==> src/rtl/pwm_key_ctrl_if.sv <==
// Key pulses in, PWM configuration handshake out, plus the current edit mode.
// master = key controller, slave = key filters / PWM generator side.
interface pwm_key_ctrl_if #(
    parameter int DUTY_W = 8,
    parameter int DIV_W  = 16
);
    logic              key_up;
    logic              key_down;
    logic              key_mode;
    logic [DUTY_W-1:0] cfg_duty;
    logic [DIV_W-1:0]  cfg_div;
    logic              cfg_valid;
    logic              cfg_ready;
    logic [1:0]        mode;

    modport master (
        input  key_up, key_down, key_mode, cfg_ready,
        output cfg_duty, cfg_div, cfg_valid, mode
    );

    modport slave (
        output key_up, key_down, key_mode, cfg_ready,
        input  cfg_duty, cfg_div, cfg_valid, mode
    );
endinterface

==> src/rtl/pwm_key_ctrl.sv <==
// Purpose: turns key pulses into saturating duty/divider updates for the PWM (KEY_ACCEL_EN adds 4x step on key streaks).
// Latency: 2 edges from pulse sample to cfg_valid; each queued request adds 2 edges plus the handshake wait.
// Backpressure: cfg_valid/cfg outputs held until cfg_ready; presses are latched as pending bits meanwhile (repeats merge).
module pwm_key_ctrl #(
    parameter int DUTY_W    = 8,
    parameter int DIV_W     = 16,
    parameter int DUTY_STEP = 8,
    parameter int DIV_STEP  = 256,
    parameter int DUTY_INIT = 128,
    parameter int DIV_INIT  = 1000,
    parameter int DIV_MIN   = 16,
    parameter int ACCEL_WIN = 3_000_000,
    parameter int ACCEL_CNT = 4
) (
    input logic               clk,
    input logic               rst_n,
    pwm_key_ctrl_if.master    bus
);
    typedef enum logic [1:0] {S_IDLE = 2'd0, S_CALC = 2'd1, S_PUSH = 2'd2} state_t;
    typedef enum logic [1:0] {REQ_MODE = 2'd0, REQ_UP = 2'd1, REQ_DOWN = 2'd2} req_t;
    typedef enum logic [1:0] {MODE_DUTY = 2'b00, MODE_FREQ = 2'b01, MODE_LOCK = 2'b10} mode_t;

    state_t            state_q, state_nxt;
    req_t              req_q, req_nxt;
    mode_t             mode_q, mode_nxt;
    logic [2:0]        pend_q, pend_clr;   // {mode, up, down}
    logic [DUTY_W-1:0] duty_q, duty_nxt, duty_up, duty_dn, duty_cand;
    logic [DIV_W-1:0]  div_q, div_nxt, div_up, div_dn, div_cand;
    logic              valid_q, valid_nxt;
    logic [DUTY_W:0]   duty_step, duty_sum, duty_dif;
    logic [DIV_W:0]    div_step, div_sum, div_dif;

`ifdef KEY_ACCEL_EN
    localparam int SW = $clog2(ACCEL_CNT + 1);
    logic [23:0]   win_cnt;
    logic [SW-1:0] streak, streak_new;
    logic          last_vld, last_up, same_key, boost;

    always_comb begin
        same_key   = last_vld && (last_up == (req_q == REQ_UP)) && (win_cnt < 24'(ACCEL_WIN));
        streak_new = '0;
        if (same_key)
            streak_new = (streak >= SW'(ACCEL_CNT)) ? streak : streak + SW'(1);
        boost      = (streak_new >= SW'(ACCEL_CNT));
        duty_step  = boost ? (DUTY_W+1)'(4 * DUTY_STEP) : (DUTY_W+1)'(DUTY_STEP);
        div_step   = boost ? (DIV_W+1)'(4 * DIV_STEP) : (DIV_W+1)'(DIV_STEP);
    end

    // Window restarts on each served UP/DOWN; MODE breaks any streak.
    always_ff @(posedge clk or negedge rst_n) begin
        if (!rst_n) begin
            win_cnt  <= '0;
            streak   <= '0;
            last_vld <= 1'b0;
            last_up  <= 1'b0;
        end else begin
            win_cnt <= (&win_cnt) ? win_cnt : win_cnt + 24'd1;
            if (state_q == S_CALC) begin
                if (req_q == REQ_MODE) begin
                    streak   <= '0;
                    last_vld <= 1'b0;
                end else begin
                    streak   <= streak_new;
                    last_vld <= 1'b1;
                    last_up  <= (req_q == REQ_UP);
                    win_cnt  <= '0;
                end
            end
        end
    end
`else
    assign duty_step = (DUTY_W+1)'(DUTY_STEP);
    assign div_step  = (DIV_W+1)'(DIV_STEP);
`endif

    // One extra bit catches carry/borrow so results clamp instead of wrapping.
    always_comb begin
        duty_sum  = {1'b0, duty_q} + duty_step;
        duty_dif  = {1'b0, duty_q} - duty_step;
        duty_up   = duty_sum[DUTY_W] ? {DUTY_W{1'b1}} : duty_sum[DUTY_W-1:0];
        duty_dn   = duty_dif[DUTY_W] ? '0 : duty_dif[DUTY_W-1:0];
        div_sum   = {1'b0, div_q} + div_step;
        div_dif   = {1'b0, div_q} - div_step;
        div_up    = (div_dif[DIV_W] || (div_dif < (DIV_W+1)'(DIV_MIN))) ? DIV_W'(DIV_MIN)
                                                                         : div_dif[DIV_W-1:0];
        div_dn    = div_sum[DIV_W] ? {DIV_W{1'b1}} : div_sum[DIV_W-1:0];
        duty_cand = (req_q == REQ_UP) ? duty_up : duty_dn;
        div_cand  = (req_q == REQ_UP) ? div_up : div_dn;
    end

    always_comb begin
        state_nxt = state_q;
        req_nxt   = req_q;
        mode_nxt  = mode_q;
        pend_clr  = 3'b000;
        duty_nxt  = duty_q;
        div_nxt   = div_q;
        valid_nxt = valid_q;
        case (state_q)
            S_IDLE: begin
                if (pend_q[2]) begin
                    pend_clr = 3'b100; req_nxt = REQ_MODE; state_nxt = S_CALC;
                end else if (pend_q[1]) begin
                    pend_clr = 3'b010; req_nxt = REQ_UP;   state_nxt = S_CALC;
                end else if (pend_q[0]) begin
                    pend_clr = 3'b001; req_nxt = REQ_DOWN; state_nxt = S_CALC;
                end
            end
            S_CALC: begin
                state_nxt = S_IDLE;
                if (req_q == REQ_MODE) begin
                    case (mode_q)
                        MODE_DUTY: mode_nxt = MODE_FREQ;
                        MODE_FREQ: mode_nxt = MODE_LOCK;
                        default:   mode_nxt = MODE_DUTY;
                    endcase
                end else if (mode_q == MODE_DUTY) begin
                    if (duty_cand != duty_q) begin
                        duty_nxt = duty_cand; valid_nxt = 1'b1; state_nxt = S_PUSH;
                    end
                end else if (mode_q == MODE_FREQ) begin
                    if (div_cand != div_q) begin
                        div_nxt = div_cand; valid_nxt = 1'b1; state_nxt = S_PUSH;
                    end
                end
            end
            S_PUSH: begin
                if (bus.cfg_ready) begin
                    valid_nxt = 1'b0;
                    state_nxt = S_IDLE;
                end
            end
            default: begin
                state_nxt = S_IDLE;
                valid_nxt = 1'b0;
            end
        endcase
    end

    always_ff @(posedge clk or negedge rst_n) begin
        if (!rst_n) begin
            state_q <= S_IDLE;
            req_q   <= REQ_MODE;
            mode_q  <= MODE_DUTY;
            pend_q  <= 3'b000;
            duty_q  <= DUTY_W'(DUTY_INIT);
            div_q   <= DIV_W'(DIV_INIT);
            valid_q <= 1'b0;
        end else begin
            state_q <= state_nxt;
            req_q   <= req_nxt;
            mode_q  <= mode_nxt;
            // A new pulse wins over the clear of the same bit.
            pend_q  <= (pend_q & ~pend_clr) | {bus.key_mode, bus.key_up, bus.key_down};
            duty_q  <= duty_nxt;
            div_q   <= div_nxt;
            valid_q <= valid_nxt;
        end
    end

    assign bus.cfg_duty  = duty_q;
    assign bus.cfg_div   = div_q;
    assign bus.cfg_valid = valid_q;
    assign bus.mode      = mode_q;
endmodule
==> src/flat_wrapper.sv <==
// flat-port wrapper written by rule: the top's interface ports become plain ports
module pwm_key_ctrl_flat 
#(
    parameter int DUTY_W    = 8,
    parameter int DIV_W     = 16,
    parameter int DUTY_STEP = 8,
    parameter int DIV_STEP  = 256,
    parameter int DUTY_INIT = 128,
    parameter int DIV_INIT  = 1000,
    parameter int DIV_MIN   = 16,
    parameter int ACCEL_WIN = 3_000_000,
    parameter int ACCEL_CNT = 4
)
  (clk, rst_n, bus_key_up, bus_key_down, bus_key_mode, bus_cfg_ready, bus_cfg_duty, bus_cfg_div, bus_cfg_valid, bus_mode);
  pwm_key_ctrl_if #(.DUTY_W(DUTY_W), .DIV_W(DIV_W)) bus_i ();
  input logic clk;
  input logic rst_n;
  input wire logic [$bits(bus_i.key_up)-1:0] bus_key_up;
  input wire logic [$bits(bus_i.key_down)-1:0] bus_key_down;
  input wire logic [$bits(bus_i.key_mode)-1:0] bus_key_mode;
  input wire logic [$bits(bus_i.cfg_ready)-1:0] bus_cfg_ready;
  output wire logic [$bits(bus_i.cfg_duty)-1:0] bus_cfg_duty;
  output wire logic [$bits(bus_i.cfg_div)-1:0] bus_cfg_div;
  output wire logic [$bits(bus_i.cfg_valid)-1:0] bus_cfg_valid;
  output wire logic [$bits(bus_i.mode)-1:0] bus_mode;
  assign bus_i.key_up = bus_key_up;
  assign bus_i.key_down = bus_key_down;
  assign bus_i.key_mode = bus_key_mode;
  assign bus_i.cfg_ready = bus_cfg_ready;
  assign bus_cfg_duty = bus_i.cfg_duty;
  assign bus_cfg_div = bus_i.cfg_div;
  assign bus_cfg_valid = bus_i.cfg_valid;
  assign bus_mode = bus_i.mode;
  pwm_key_ctrl #(.DUTY_W(DUTY_W), .DIV_W(DIV_W), .DUTY_STEP(DUTY_STEP), .DIV_STEP(DIV_STEP), .DUTY_INIT(DUTY_INIT), .DIV_INIT(DIV_INIT), .DIV_MIN(DIV_MIN), .ACCEL_WIN(ACCEL_WIN), .ACCEL_CNT(ACCEL_CNT)) u_core (.clk(clk), .rst_n(rst_n), .bus(bus_i));
endmodule
==> config.mk <==
export PLATFORM = sky130hd
export DESIGN_NAME = pwm_key_ctrl_flat
export DESIGN_NICKNAME = d
export VERILOG_FILES = /design/src/rtl/pwm_key_ctrl_if.sv /design/src/rtl/pwm_key_ctrl.sv /design/src/flat_wrapper.sv
export SDC_FILE = /design/constraint.sdc
export NUM_CORES = 1
export LEC_CHECK = 0
export CORE_ASPECT_RATIO = 0.5
export CORE_MARGIN = 2
export CORE_UTILIZATION = 58
export DETAILED_ROUTE_END_ITERATION = 10
export PLACE_DENSITY_LB_ADDON = 0.12
export SYNTH_ARGS = -nofsm -noshare
export SYNTH_HDL_FRONTEND = slang
export SYNTH_SLANG_ARGS = --single-unit
==> constraint.sdc <==
create_clock -name clk -period 5 [get_ports clk]
set_clock_uncertainty 0.2 [all_clocks]
set_input_delay 0.75 -clock clk [delete_from_list [all_inputs] [get_ports clk]]
set_output_delay 0.75 -clock clk [all_outputs]
set_load 0.02 [all_outputs]
==> run metrics <==
status=completed; Placed Area=~2600 um^2; met3 WL=441 um; number of setup buffers added after CTS=0; final setup TNS=0 ns; WL per Instance=about 16 um; Final min period=between 3 and 4 ns; hold path depth=1; largest net degree at the start of global routing=35; clk root buf=clkbuf_8; Area contributors post-synth=dfrtp_1, dfstp_2, a21oi_1, o21ai_0, nor2_1; IO buf count=32; Yosys reg bits=34; first-iteration detailed-routing DRC count=about 250; total global-route track usage=0.264; Clk pwr share=0.141; Mapped Area=between 2000 and 2500 um^2; Metal-1 WL=between 2000 and 3000 um; Post-DRT Antenna Nets=0; First-pass DRT Iterations=4; met2 routed WL=2370 um; post-route insts no fill=between 300 and 400; FF-to-FF path depth=9; die width=a little over 90 um; Worst-Margin Slew=0.925 ns; sequential share of power=0.351; number of flops mapped to enable cells by yosys=0; pwr/cell area=around 560 nW/um^2; Syn-to-layout area delta=19.2%; Core ar.=approximately 3600 um^2; synth unique cells=55; H-Tree Depth=2; unrepaired setup endpoints after global routing=no; crit-path max FO=13; kind of critical path=reg -> reg; placer congestion estimate=roughly 0.9; cts repair resizes=0; # hold bufs at CTS=0; combinational share of power=0.508; drt total wl=approximately 5400 um; Initial Util=0.628; clock-pin slew on the worst setup and hold paths=roughly 0.070 ns; most frequent cells in the layout=clkdlybuf4s50_1, dfrtp_1, nor2_1; pre-CTS setup slack=approximately 1.2 ns; GRT Residual Overflow=0; initial antenna violation count=0; DP Cell Count=325; area leader, netlist=dfrtp_1; Top Ports=33; commonest non-fill, non-tap cell in the layout=clkdlybuf4s50_1; vias in the first global route=around 1800; CP Data Required Time=between 4 and 5 ns; leakage=1.03 nW; footprint of the multi-input gates=~1300 um^2; CTS max path bufs=2; final setup vio count=0; max_cap viols=0; final worst-path cycle share=0.768; vias=approximately 2100; worst vdd ir=roughly 310 uV; crit end category=flip-flop; sw power=688 uW; CP Data Arrival Time=between 3 and 4 ns; Sequential Area=roughly 860 um^2; Setup crit start kind=flip-flop; CP startpoint=u_core.bus.cfg_div[9]$_DFFE_PN1P_; row count=15; Non-Filler Cell Area, Final=2670 um^2; top_reg_cell synth=dfrtp_1; Nets=approximately 290; max layer used=met4; Synth Net Count=265; Syn. warnings=0; Synth async-reset ratio=1.00; first-pass GRT wire length=approximately 8900 um; Fmax=260 MHz; Relative slew margins=0.383; final worst slack=1.16 ns; Die Footprint=about 4400 um^2; Final Hold Viols=0; TritonCTS clock tree=built; DP Wirelength=~3700 um; worst hold start=u_core.pend_q[1]$_DFF_PN0_; DRC=0; Internal=807 uW; Die Span Y=47.9 um; CTS buffer count=5; Seq/Total Area, Yosys=0.384; Slew Limit Fails=0; Sink Count=34; Syn Area/Cell=just under 9 um^2; Yosys top cell area share=0.302; share of cells above drive strength 1=0.103; Post-Synthesis Cells=about 260; total of fill cells in the finished design=269; DR vias/cell=6.38; Skew-Pair Late Insertion Delay=between 0.2 and 0.3 ns; diode count=0; switch share=0.460; Worst Hold Class=reg -> reg; R2R Path Start=u_core.bus.cfg_div[9]$_DFFE_PN1P_
[synth_stat cells, types with 5 or more instances]
library cell / count
or3_1: 5
o21a_1: 9
nor3_1: 8
dfrtp_1: 27
nand3_1: 11
o21ai_0: 16
inv_1: 11
a21oi_1: 17
nand2_1: 18
nor2_1: 21
dfstp_2: 7
mux2_2: 6
nand2b_1: 6
clkbuf_1: 13
[sequential cells by signal, summed over array words and instances (netlist names)]
| register | count |
|---|---|
| u_core.bus.cfg_valid | 1 |
| u_core.bus.cfg_div | 16 |
| u_core.req_q | 2 |
| u_core.state_q | 2 |
| u_core.bus.mode | 2 |
| u_core.pend_q | 3 |
| u_core.bus.cfg_duty | 8 |
[logic make-up after synthesis]
group,after synthesis,share of synthesized area
and+or+nand+nor,95,0.220
buffers and inverters,25,0.0425
adders and majority gates,4,0.0224
muxes,11,0.0531
xor gates and xnor gates,2,0.00783
AOI/OAI and AO/OA,84,0.270
DFF,34,0.384
[final timing paths]
check	end	slack [ns]
max reg2reg	u_core.bus.cfg_div[12]$_DFFE_PN0P_	1.16
max	u_core.bus.cfg_div[12]$_DFFE_PN0P_	1.16
min reg2reg	u_core.pend_q[1]$_DFF_PN0_	0.30
min in group asynchronous	u_core.bus.cfg_duty[4]$_DFFE_PN0P_	0.66
max in group asynchronous	u_core.bus.cfg_div[5]$_DFFE_PN1P_	3.59
min	u_core.pend_q[1]$_DFF_PN0_	0.30
[worst max-delay path: stages, from the launching register on]
cell	delay, ns
dfstp_2	0.65
inv_1	0.13
ha_1	0.29
or2_2	0.30
a211oi_1	0.22
o21ai_1	0.14
a2111oi_4	0.82
mux2i_1	0.31
o21ai_4	0.33
mux2_1	0.35
[power by group through the flow]
stage,Sequential (mW),Clock [mW],Combinational (mW)
after global placement,0.518,0,0.732
after detailed placement,0.523,0,0.744
after CTS,0.519,0.215,0.752
after global routing,0.543,0.227,0.838
after floorplan,0.504,0,0.533
final,0.526,0.211,0.759
[area by class of cell]
type | count | share of cell area
clock buffers | 7 | 0.0324
clock inverters | 1 | 0.00188
inverters | 11 | 0.0155
multi-input cells | 196 | 0.481
flip-flops and latches | 34 | 0.322
well taps | 51 | 0.0239
repair buffers | 33 | 0.123
[metrics by stage]
stage,total power [mW],utilization,hold slack [ns]
floorplan,1.04,-,0.254
global placement,1.25,0.722,0.281
detailed placement,1.27,0.722,0.285
CTS,1.49,0.748,0.300
global route,1.61,0.748,0.314
finish,1.50,0.748,0.296
[routing by layer]
layer	track usage	vias to the layer above
met5	0	-
met4	0.0687	0
met3	0.0819	12
met2	0.412	102
met1	0.368	1008
li1	-	1003
Power figures use the tool's default switching activity.
